## config.mk

```make
export PLATFORM = sky130hd
export DESIGN_NAME = cacheline_adaptor
export DESIGN_NICKNAME = d
export VERILOG_FILES = /design/src/rtl/cacheline_adaptor.sv
export SDC_FILE = /design/constraint.sdc
export NUM_CORES = 1
export LEC_CHECK = 0
export ABC_AREA = 0
export CORE_AREA = 2 2 276 278
export DETAILED_ROUTE_END_ITERATION = 6
export DIE_AREA = 0 0 278 280
export DONT_BUFFER_PORTS = 1
export SETUP_SLACK_MARGIN = 0.3
export SYNTH_ARGS = -nofsm -noshare
export SYNTH_HDL_FRONTEND = slang
export SYNTH_SLANG_ARGS = --single-unit
export TNS_END_PERCENT = 5
```

## constraint.sdc

```tcl
create_clock -name clk -period 3 [get_ports clk]
set_clock_uncertainty 0.1 [all_clocks]
set_input_delay 0.15 -clock clk [delete_from_list [all_inputs] [get_ports clk]]
set_output_delay 0.15 -clock clk [all_outputs]
set_load 0.02 [all_outputs]
```

## src/rtl/cacheline_adaptor.sv

```systemverilog
// cacheline_adaptor
//   Bridges the L1 cache pmem side to a narrow burst memory bus. A single
//   LINE_WIDTH line transaction becomes BEATS beats of BURST_WIDTH bits.
//   Read bursts are assembled into line_o. Write-back lines are latched
//   and serialised onto burst_o. Only one transaction is in flight.
//
// Ports
//   clk, rst     : clock, synchronous active-high reset
//   line_i       : write-back line from cache
//   line_o       : assembled read line to cache (valid when resp_o pulses)
//   address_i    : line address from cache
//   read_i       : line read request, held until resp_o
//   write_i      : line write request, held until resp_o
//   resp_o       : one-cycle transaction-complete pulse
//   burst_i      : read beat from memory
//   burst_o      : write beat to memory
//   address_o    : line-aligned burst address to memory
//   read_o       : burst read request
//   write_o      : burst write request
//   resp_i       : per-beat acknowledge from memory
module cacheline_adaptor #(
  parameter int unsigned LINE_WIDTH  = 256,
  parameter int unsigned BURST_WIDTH = 64,
  parameter int unsigned BEATS       = LINE_WIDTH / BURST_WIDTH
) (
  input  logic                   clk,
  input  logic                   rst,
  input  logic [LINE_WIDTH-1:0]  line_i,
  output logic [LINE_WIDTH-1:0]  line_o,
  input  logic [31:0]            address_i,
  input  logic                   read_i,
  input  logic                   write_i,
  output logic                   resp_o,
  input  logic [BURST_WIDTH-1:0] burst_i,
  output logic [BURST_WIDTH-1:0] burst_o,
  output logic [31:0]            address_o,
  output logic                   read_o,
  output logic                   write_o,
  input  logic                   resp_i
);

  localparam int unsigned     CNT_W       = (BEATS > 1) ? $clog2(BEATS) : 1;
  localparam logic [CNT_W-1:0] LAST_BEAT  = CNT_W'(BEATS - 1);
  // Byte-offset bits inside one line; cleared to line-align the address.
  localparam logic [31:0]     OFFSET_MASK = 32'(LINE_WIDTH / 8 - 1);

  typedef enum logic [1:0] {
    IDLE,
    RD,
    WR,
    DONE
  } state_t;

  state_t                  state;
  logic [CNT_W-1:0]        cnt;
  logic [LINE_WIDTH-1:0]   line_buf;

  // The write beat follows the beat counter directly so the next beat is
  // presented in the same cycle the counter advances.
  always_comb begin
    burst_o = line_buf[BURST_WIDTH*cnt +: BURST_WIDTH];
  end

  always_ff @(posedge clk) begin
    if (rst) begin
      state     <= IDLE;
      cnt       <= '0;
      line_buf  <= '0;
      line_o    <= '0;
      address_o <= '0;
      read_o    <= 1'b0;
      write_o   <= 1'b0;
      resp_o    <= 1'b0;
    end else begin
      resp_o <= 1'b0;
      unique case (state)
        IDLE: begin
          // Write first: a dirty eviction must reach memory before the
          // refill read of the same request pair.
          if (write_i) begin
            state     <= WR;
            write_o   <= 1'b1;
            address_o <= address_i & ~OFFSET_MASK;
            line_buf  <= line_i;
            cnt       <= '0;
          end else if (read_i) begin
            state     <= RD;
            read_o    <= 1'b1;
            address_o <= address_i & ~OFFSET_MASK;
            cnt       <= '0;
          end
        end

        RD: begin
          if (resp_i) begin
            line_o[BURST_WIDTH*cnt +: BURST_WIDTH] <= burst_i;
            if (cnt == LAST_BEAT) begin
              cnt    <= '0;
              state  <= DONE;
              read_o <= 1'b0;
              resp_o <= 1'b1;
            end else begin
              cnt <= cnt + CNT_W'(1);
            end
          end
        end

        WR: begin
          if (resp_i) begin
            if (cnt == LAST_BEAT) begin
              cnt     <= '0;
              state   <= DONE;
              write_o <= 1'b0;
              resp_o  <= 1'b1;
            end else begin
              cnt <= cnt + CNT_W'(1);
            end
          end
        end

        DONE: begin
          state <= IDLE;
        end

        default: begin
          state   <= IDLE;
          read_o  <= 1'b0;
          write_o <= 1'b0;
          cnt     <= '0;
        end
      endcase
    end
  end

endmodule

```

==> results of run 1 <==
==> where the power goes <==
part	leakage, nW	internal (mW)	switching [mW]
Sequential	4.45	8.11	0.796
Combinational	5.50	2.97	4.40
Clock	0.967	4.34	3.09
Total	10.9	15.4	8.29
==> layer usage <==
| layer | up-vias | GRT usage | share of wire |
|---|---|---|---|
| met4 | 2 | 0.105 | 0.057 |
| met2 | 1071 | 0.318 | 0.48 |
| met3 | 248 | 0.0613 | 0.094 |
| li1 | 8802 | - | - |
| met1 | 9478 | 0.208 | 0.36 |
| met5 | - | 0 | 0.00016 |
==> through the flow <==
stage	worst slack (ns)	utilization	power (mW)	instances	area, um^2
5_1_grt	0.189	0.386	24.7	3755	29000
4_1_cts	0.315	0.383	23.1	3729	28800
3_3_place_gp	0.597	0.286	14.5	3096	21500
2_1_floorplan	0.571	-	13.0	2276	20500
3_5_place_dp	0.553	0.286	14.6	3096	21500
6_report	0.274	0.386	23.7	3755	29000
==> state kept, by name (all words and copies together), names as in the netlist <==
register,count
address_o,27
cnt,2
line_buf,256
line_o,256
read_o,1
resp_o,1
state,2
write_o,1
==> cell usage in the layout, fill, tap and decap left out, types with 54 or more instances in the layout <==
cell	count
a21oi_1	352
a22o_1	54
a32oi_1	138
clkbuf_16	58
dfxtp_1	544
dlygate4sd3_1	541
mux4_2	64
nand2_1	631
nand3_1	65
nor2_1	140
==> worst max path at each step <==
stage | from | to | slack (ns) | cells after the start
floorplan | cnt[1]$_SDFFE_PP0P_ | line_o[128]$_SDFFE_PP0P_ | 0.57 | 9
finish | state[0]$_SDFFE_PP0P_ | line_buf[15]$_SDFFE_PP0P_ | 0.27 | 7
CTS | state[1]$_SDFFE_PP0P_ | line_o[53]$_SDFFE_PP0P_ | 0.31 | 8
global placement | cnt[0]$_SDFFE_PP0P_ | line_o[138]$_SDFFE_PP0P_ | 0.60 | 6
global route | state[0]$_SDFFE_PP0P_ | line_buf[13]$_SDFFE_PP0P_ | 0.19 | 7
detailed placement | cnt[0]$_SDFFE_PP0P_ | line_o[138]$_SDFFE_PP0P_ | 0.55 | 6
==> critical path: stages, from the launching register on <==
cell           delay (ns)
dfxtp_1              0.35
inv_1                0.14
ha_2                 0.42
and2_4               0.42
buf_12               0.27
nand2_1              0.10
a21oi_1              0.20
dlygate4sd3_1        0.63
==> layout make-up <==
class	count	area (um^2)
Multi-Input combinational cell	1512	8740
Fill cell	7157	46200
Tap cell	978	1220
Timing Repair Buffer	600	6110
Antenna cell	6	15.0
Clock inverter	20	305
Inverter	6	22.5
Sequential cell	546	10900
Clock buffer	87	1660
==> kinds of logic after synthesis <==
logic type      count (synthesis)  share of synthesized area
other cells                     1                   0.000183
flops                         546                      0.533
mux                            67                     0.0717
buf+inv                       220                     0.0474
simple gates                  869                      0.168
fa+ha+maj                      13                    0.00793
compound gates                556                      0.173
==> cell usage after synthesis (2+ instances only) <==
master    instances
and3_1            3
a22o_1           54
buf_1            17
buf_4            10
nor2b_1          14
and3b_1           2
mux2i_1           3
nand3_1          68
o21ai_0           2
nand2_1         632
a21oi_1         352
buf_6             2
inv_1             6
or4_1             3
dfxtp_1         546
a32oi_1         138
clkbuf_1        110
o41ai_1           2
mux4_2           64
ha_1             13
nor2_1          140
o31ai_1           2
nor3b_1           2
buf_2            75
==> timing repair <==
action                     4_1_cts  5_1_grt
resized for setup                2        9
cloned                           0        3
setup endpoints to repair       48      154
pin swaps                        0        1
hold endpoints to repair       546      300
setup buffers                    0        2
hold buffers                   526       15
==> qor.csv, run 1 <==
metric,value,unit
R2R cell count,7,
warnings from Yosys,0,
largest cells by area after synthesis,"dfxtp_1 53%, nand2_1 12%, a21oi_1 8.6%",
first-pass detailed-route iteration total,7,
"Arr. time, crit path",3.18,ns
# IOs,712,
Max Root-Sink Buffers,3,
worst setup path class,reg -> reg,
first-pass GRT wire length,116000,um
PwrDens,817,nW/um^2
clk sink count,546,
Startpoint Class,flip-flop,
routability cong.,0.811,
worst min path class,in -> reg,
Routed Antenna Nets,0,
Synth area leader,dfxtp_1,
WHS Endpoint,line_buf[255]$_SDFFE_PP0P_,
Vias/cell,5.22,
vias in the first global route,19300,
CTS tree,done,
HPWL after detailed placement,47000,um
hold path depth,2,
P&R area growth vs syn,41.3,%
Starting Density,0.273,
Final period util,0.909,
latest clock arrival within the worst-skew pair,0.60,ns
WL per Instance,21.4,um
highest clock rate,367,MHz
Synth top area share,0.533,
Hold Slack,-0.429,ns
Mapped Area,20500,um^2
setup TNS,0,ns
final setup violation count,0,
Layout Nets,3093,
FF-to-FF setup slack,0.27,ns
sequential fraction of the synthesis area,0.533,
Reg-to-Reg End,line_buf[15]$_SDFFE_PP0P_,
Slew HR,0.0394,
Synth Flop Type,dfxtp_1,
antenna violations before repair,5,
count of final max-slew check failures,0,
Die H,280,um
failing checks,"design-rule violations, negative hold slack",
H-tree levels,2,
Critical Path End Type,flip-flop,
die area,77800,um^2
routed wire length,80500,um
Port Buffers,0,
worst endpoint required time,3.45,ns
hold wc startpoint,line_i[255],
R2R Path Start,state[0]$_SDFFE_PP0P_,
outcome,"finished, violations left",
RSZ-0062 raised after global routing,true,
Root Driver,clkbuf_16,
Post-synth EDFFs,0,
fin crit period,2.73,ns
Unique masters post-synth,36,
layout cells sized above 1,0.0837,
core area,75200,um^2
share of flip-flops with an asynchronous set or reset,0,
Worst Max-Slew Pin Slew,1.44,ns
Worst-path clk slew,0.06,ns
FP Rows,101,
Yosys reg bits,546,
Post-Synthesis Cells,2272,
largest net degree at the start of global routing,495,
vias,19600,
syn avg cell area,9.03,um^2
maxcap violations,0,
Die W,278,um
Critical Path Fanout Max,47,
DRC errors left,1,
Iteration-0 DRC Markers,1554,
GRT overflow,0,
VDD IR-drop max,0.000661,V
Final Hold Vio Count,141,
CTS Buf Count,57,
Overall Global Routing Usage,0.188,
Pleak,10.9,nW
(Power assumes the default switching activity.)
==> inputs of run 2 (changes only) <==
--- a/config.mk
+++ b/config.mk
@@ -10,7 +10,7 @@
 export DETAILED_ROUTE_END_ITERATION = 6
 export DIE_AREA = 0 0 278 280
 export DONT_BUFFER_PORTS = 1
-export SETUP_SLACK_MARGIN = 0.3
+export SETUP_SLACK_MARGIN = 0.1
 export SYNTH_ARGS = -nofsm -noshare
 export SYNTH_HDL_FRONTEND = slang
 export SYNTH_SLANG_ARGS = --single-unit
==> qor.csv, run 2 <==
metric,value,unit,change
Post-Synth XOR/XNOR Area,0,,unchanged
Synth area leader,dfxtp_1,,
most frequent cell after synthesis,nand2_1,,
compound-gate portion of the synthesized area,0.173,,unchanged
hold buffer count at CTS,641,,+22%
Post-synth EDFFs,0,,unchanged
main combinational cell family by area after synthesis,compound AO/OA/AOI/OAI gates,,
warnings from Yosys,0,,unchanged
outcome,stopped before the end,,
clk sink count,546,,unchanged
Mapped Area,20500,um^2,unchanged
CTS Buf Count,57,,unchanged
H-tree levels,2,,unchanged
FP Rows,101,,unchanged
routability cong.,0.811,,unchanged
HPWL after detailed placement,47000,um,unchanged
Stop stage,clock tree synthesis (4_1_cts),,
# IOs,712,,unchanged
Die H,280,um,unchanged
Die W,278,um,unchanged
Setup Slack @ Placement,0.553,ns,unchanged
Post-Synthesis Cells,2272,,unchanged
area share of and/or/nand/nor cells after synthesis,0.168,,unchanged
Yosys reg bits,546,,unchanged
setup bufs post-CTS,0,,unchanged
Root Driver,clkbuf_16,,
Port Buffers,0,,unchanged
largest cells by area after synthesis,"dfxtp_1 53%, nand2_1 12%, a21oi_1 8.6%",,
syn avg cell area,9.03,um^2,unchanged
Unique masters post-synth,36,,unchanged
post-synthesis mux area share,0.0717,,unchanged
synth cell count leaders,"632 x nand2_1, 546 x dfxtp_1, 352 x a21oi_1",,
share of flip-flops with an asynchronous set or reset,0,,unchanged
synthesized-area fraction occupied by adder cells,0.00792,,unchanged
Log Error,[ERROR RSZ-0060] Max buffer count reached.,,
post-cts sizing count,1,,-1
sequential fraction of the synthesis area,0.533,,unchanged
Synth Flop Type,dfxtp_1,,
Synth top area share,0.533,,unchanged
Starting Density,0.273,,unchanged
Max Root-Sink Buffers,3,,unchanged
Inst Count DP,3096,,unchanged
DP Area,21500,um^2,unchanged
[run 2: cell counts after synthesis]
Identical to the previous run, type by type.
[run 2: cell families after synthesis]
group | count (synthesis)
AOI/OAI and AO/OA | 556
adders and majority gates | 13
buffers and inverters | 220
DFF | 546
muxes | 67
other | 1
and+or+nand+nor | 869
[run 2: through the flow]
| stage | hold WS, ns | utilization |
|---|---|---|
| floorplan | 0.183 | - |
| detailed placement | 0.142 | 0.286 |
| global placement | 0.139 | 0.286 |
==> inputs of run 3 (changes only) <==
--- a/config.mk
+++ b/config.mk
@@ -6,11 +6,11 @@
 export NUM_CORES = 1
 export LEC_CHECK = 0
 export ABC_AREA = 0
-export CORE_AREA = 2 2 276 278
+export CORE_AREA = 2 2 280 282
 export DETAILED_ROUTE_END_ITERATION = 6
-export DIE_AREA = 0 0 278 280
+export DIE_AREA = 0 0 282 284
 export DONT_BUFFER_PORTS = 1
-export SETUP_SLACK_MARGIN = 0.1
+export PLACE_DENSITY_LB_ADDON = 0.15
 export SYNTH_ARGS = -nofsm -noshare
 export SYNTH_HDL_FRONTEND = slang
 export SYNTH_SLANG_ARGS = --single-unit
==> qor.csv, run 3 (synthesized netlist as in run 1, its figures left out) <==
metric,value,unit,change
highest clock rate,348,MHz,
Root Driver,clkbuf_16,,
Final Worst Setup Slack,0.129,ns,
Setup Slack @ Placement,0.655,ns,+0.102 ns
PwrDens,801,nW/um^2,
worst endpoint required time,3.43,ns,
Reg-to-Reg End,line_buf[211]$_SDFFE_PP0P_,,
fin crit period,2.87,ns,
R2R Path Start,state[0]$_SDFFE_PP0P_,,
CTS tree,done,,
largest net degree at the start of global routing,338,,
worst setup path class,reg -> reg,,
final setup violation count,0,,
"Arr. time, crit path",3.30,ns,
routability cong.,0.814,,+0.37%
Port Buffers,0,,unchanged
routed wire length,80400,um,
GRT overflow,0,,
Vias/cell,4.92,,
WHS Endpoint,line_o[211]$_SDFFE_PP0P_,,
total chip power,24.0,mW,
register area,10900,um^2,
first-pass GRT wire length,119000,um,
CTS Buf Count,66,,+16%
latest clock arrival within the worst-skew pair,0.58,ns,
Die H,284,um,+1.4%
biggest regs,"line_buf x256, line_o x256, address_o x27",,
Overall Global Routing Usage,0.191,,
Max Root-Sink Buffers,3,,unchanged
Slew HR,0.130,,
Setup crit start,state[0]$_SDFFE_PP0P_,,
vias,19200,,
RSZ-0062 raised after global routing,false,,
VDD IR-drop max,0.000806,V,
Worst-path clk slew,0.06,ns,
hold wc startpoint,resp_i,,
# IOs,712,,unchanged
vias in the first global route,19700,,
WL per Instance,20.6,um,
layout cells sized above 1,0.0777,,
Routed Antenna Nets,0,,
setup TNS,0,ns,
FF-to-FF setup slack,0.13,ns,
Starting Density,0.267,,-0.00626
R2R cell count,7,,
maxcap violations,0,,
Die W,282,um,+1.4%
Startpoint Class,flip-flop,,
Final Hold Vio Count,0,,
first-pass detailed-route iteration total,7,,
antenna violations before repair,11,,
Critical Path Fanout Max,15,,
Critical Path End Type,flip-flop,,
clk sink count,546,,unchanged
HPWL after detailed placement,49200,um,+4.8%
number of fill cells,7713,,
Iteration-0 DRC Markers,990,,
core area,77000,um^2,
hold path depth,3,,
count of final max-slew check failures,0,,
worst min path class,in -> reg,,
"commonest cells after routing, fill and taps aside","631 x nand2_1, 629 x dlygate4sd3_1, 544 x dfxtp_1",,
die area,80100,um^2,
Layout Nets,3169,,
"most common cell after layout, fill and taps aside",nand2_1,,
Worst Max-Slew Pin Slew,1.30,ns,
H-tree levels,3,,+1
Final period util,0.957,,
P&R area growth vs syn,46.0,%,
area of the multi-input gates,8700,um^2,
Pleak,11.5,nW,
FP Rows,102,,+0.99%
DRC errors left,0,,
outcome,finished clean,,
[run 3: worst max path at each step]
stage,endpoint,cells after the start
final,line_buf[211]$_SDFFE_PP0P_,7
after global routing,line_o[35]$_SDFFE_PP0P_,7
after CTS,line_buf[209]$_SDFFE_PP0P_,7
after detailed placement,line_o[167]$_SDFFE_PP0P_,6
after global placement,line_o[167]$_SDFFE_PP0P_,6
after floorplan,line_o[128]$_SDFFE_PP0P_,9
[run 3: per-layer routing]
layer	GRT usage	up-vias	routed length, um	share of wire
li1	-	8980	-	-
met4	0.0938	0	3730	0.046
met3	0.0612	172	7010	0.087
met5	0	-	0	0
met2	0.329	725	39300	0.49
met1	0.211	9307	30300	0.38
[run 3: cell type report]
cell class / instances / area share
flip-flops and latches: 546 / 0.365
multi-input cells: 1511 / 0.290
repair buffers: 668 / 0.229
clock buffers: 93 / 0.0629
well taps: 1040 / 0.0434
clock inverters: 22 / 0.00764
diodes: 11 / 0.000918
inverters: 6 / 0.000751
[run 3: critical path: stages, from the launching register on]
cell and delay [ns]:
dfxtp_1 0.35, inv_1 0.14, ha_2 0.37, and2_4 0.38, nand2_1 0.10, dlygate4sd3_1 0.58
a21oi_1 0.16, dlygate4sd3_1 0.59
[run 3: through the flow]
stage | utilization | area, um^2 | hold WS [ns] | cells
after floorplan | - | 20500 | 0.183 | 2276
after global placement | 0.279 | 21500 | 0.157 | 3140
after detailed placement | 0.279 | 21500 | 0.160 | 3140
after CTS | 0.389 | 29900 | 0.0106 | 3885
after global routing | 0.389 | 30000 | 0.00524 | 3897
final | 0.389 | 30000 | 0.0379 | 3897
[run 3: what timing repair did]
item / in CTS / in global routing
buffers inserted: 0 / 0
hold buffers: 630 / 0
gates resized for setup: 0 / 2
hold endpoints to repair: 546 / 0
endpoints found under the setup margin: 0 / 17
[run 3: power breakdown]
part	total, mW	switching (mW)	internal (mW)	leakage, nW
combinational	7.27	4.15	3.12	6.06
sequential	8.89	0.776	8.11	4.45
clock	7.86	3.27	4.59	1.02
==> inputs of run 4 (changes only) <==
--- a/config.mk
+++ b/config.mk
@@ -6,6 +6,7 @@
 export NUM_CORES = 1
 export LEC_CHECK = 0
 export ABC_AREA = 0
+export CAP_MARGIN = 10
 export CORE_AREA = 2 2 280 282
 export DETAILED_ROUTE_END_ITERATION = 6
 export DIE_AREA = 0 0 282 284
==> constraint.sdc (replaced) <==
create_clock -name clk -period 2.95 [get_ports clk]
set_clock_uncertainty 0.1 [all_clocks]
set_input_delay 0.1475 -clock clk [delete_from_list [all_inputs] [get_ports clk]]
set_output_delay 0.1475 -clock clk [all_outputs]
set_load 0.02 [all_outputs]
==> qor.csv, run 4 (synthesized netlist as in run 1, its figures left out) <==
metric,value,unit,change
outcome,finished clean,,
WL per Instance,20.7,um,+0.42%
Routed Antenna Nets,0,,unchanged
Critical Path End Type,flip-flop,,
Die W,282,um,unchanged
CTS Buf Count,67,,+1.5%
"most common cell after layout, fill and taps aside",nand2_1,,
first-pass GRT wire length,120000,um,+0.24%
Die H,284,um,unchanged
fin cells,3859,,-0.98%
Layout Nets,3133,,-1.1%
routed wire length,79900,um,-0.56%
Iteration-0 DRC Markers,1037,,+4.7%
DRC errors left,0,,unchanged
DP Area,21400,um^2,-0.50%
Root Driver,clkbuf_16,,
Final Hold Vio Count,0,,unchanged
"commonest cells after routing, fill and taps aside","631 x nand2_1, 604 x dlygate4sd3_1, 544 x dfxtp_1",,
Critical Path Fanout Max,35,,+20
setup TNS,0,ns,unchanged
Inst Count DP,3129,,-0.35%
highest cell delay on the worst timing path,0.54,ns,-0.05 ns
vias in the first global route,19500,,-0.84%
latest clock arrival within the worst-skew pair,0.60,ns,+0.02 ns
Overall Global Routing Usage,0.191,,about the same
worst path bufs/invs,3,,unchanged
P&R area growth vs syn,44.4,%,
FF-to-FF setup slack,0.19,ns,+0.06 ns
clk sink count,546,,unchanged
final setup violation count,0,,unchanged
Max Root-Sink Buffers,3,,unchanged
antenna violations before repair,5,,-6
die area,80100,um^2,unchanged
Worst Max-Slew Pin Slew,1.12,ns,-0.187 ns
worst min path class,in -> reg,,
layout cells sized above 1,0.0732,,-0.00445
largest net degree at the start of global routing,343,,+1.5%
highest clock rate,362,MHz,+3.9%
GRT overflow,0,,unchanged
worst setup path class,reg -> reg,,
fin crit period,2.76,ns,-0.107 ns
design area,29600,um^2,-1.1%
HPWL after detailed placement,49000,um,-0.48%
Worst-path clk slew,0.06,ns,about the same
Final period util,0.937,,-0.0201
Startpoint Class,flip-flop,,
count of final max-slew check failures,0,,unchanged
fin util,0.385,,-0.00432
FP Rows,102,,unchanged
core area,77000,um^2,unchanged
vias,19100,,-0.40%
PwrDens,819,nW/um^2,+2.3%
worst endpoint required time,3.40,ns,-0.03 ns
Port Buffers,0,,unchanged
H-tree levels,3,,unchanged
RSZ-0062 raised after global routing,false,,
Slew HR,0.255,,+0.125
CTS tree,done,,
# IOs,712,,unchanged
critical path's top delay family,buffers and inverters,,
biggest regs,"line_buf x256, line_o x256, address_o x27",,
"Arr. time, crit path",3.21,ns,-0.09 ns
first-pass detailed-route iteration total,6,,-1
maxcap violations,0,,unchanged
number of fill cells,7774,,+0.79%
Pleak,11.5,nW,-0.10%
slowest CP cell,dlygate4sd3_1,,
Hold Slack,0.0486,ns,+0.0107 ns
routability cong.,0.799,,-1.8%
critical path cell sequence,"inv_1, ha_1, and3b_2, and3_4, buf_12, a22o_1, dlygate4sd3_1",,
VDD IR-drop max,0.000906,V,+12%
Vias/cell,4.95,,+0.58%
Starting Density,0.267,,unchanged
[run 4: cell types whose count changed in the layout (fill, tap and decap cells not counted), sizes merged]
cell,delta
bufinv,-1
and2,-1
clkinv,+2
dlygate4sd3,-25
diode,-6
clkbuf,+8
clkinvlp,-4
buf,-11
[run 4: layer usage]
metal,track usage,vias to the layer above,part of all wire
li1,-,8877,-
met1,0.212,9389,0.38
met2,0.329,688,0.49
met3,0.0663,153,0.088
met4,0.0797,0,0.036
met5,0,-,0
[run 4: per-stage QoR]
step | total power [mW] | setup WS [ns]
global placement | 14.6 | 0.546
floorplan | 13.3 | 0.521
detailed placement | 14.8 | 0.492
finish | 24.3 | 0.187
global route | 25.6 | 0.00261
CTS | 24.5 | 0.0244
[run 4: power by group]
group	switching [mW]	internal, mW
Combinational	4.13	3.05
Sequential	0.791	8.25
Clock	3.39	4.68
Total	8.31	16.0
[run 4: path summary, 6_finish.rpt]
path                                                   end                       start  depth (start not counted)
worst min register to register  line_buf[169]$_SDFFE_PP0P_  line_buf[169]$_SDFFE_PP0P_                          2
worst min-delay path              line_o[148]$_SDFFE_PP0P_                      resp_i                          3
worst max register to register    line_o[164]$_SDFFE_PP0P_       state[1]$_SDFFE_PP0P_                          7
worst max-delay path              line_o[164]$_SDFFE_PP0P_       state[1]$_SDFFE_PP0P_                          7
[run 4: tightest hold or removal path, stage by stage]
cell and delay, ns:
a31oi_4 0.09, buf_12 0.20, a22o_1 0.21
[run 4: timing repair]
action / in CTS / in global routing
buffers inserted: 0 / 0
hold endpoints to repair: 546 / 0
setup endpoints to repair: 0 / 31
hold buffers: 605 / 0
resized for setup: 0 / 2
[run 4: area by class of cell]
type                            instances  area [um^2]  area share
Timing Repair Buffer                  632         6510       0.220
Antenna cell                            5         12.5    0.000422
Inverter                                6         22.5    0.000760
Sequential cell                       546        10900       0.369
Tap cell                             1040         1300      0.0439
Multi-Input combinational cell       1510         8690       0.293
Clock buffer                          101         1940      0.0653
Clock inverter                         19          221     0.00747
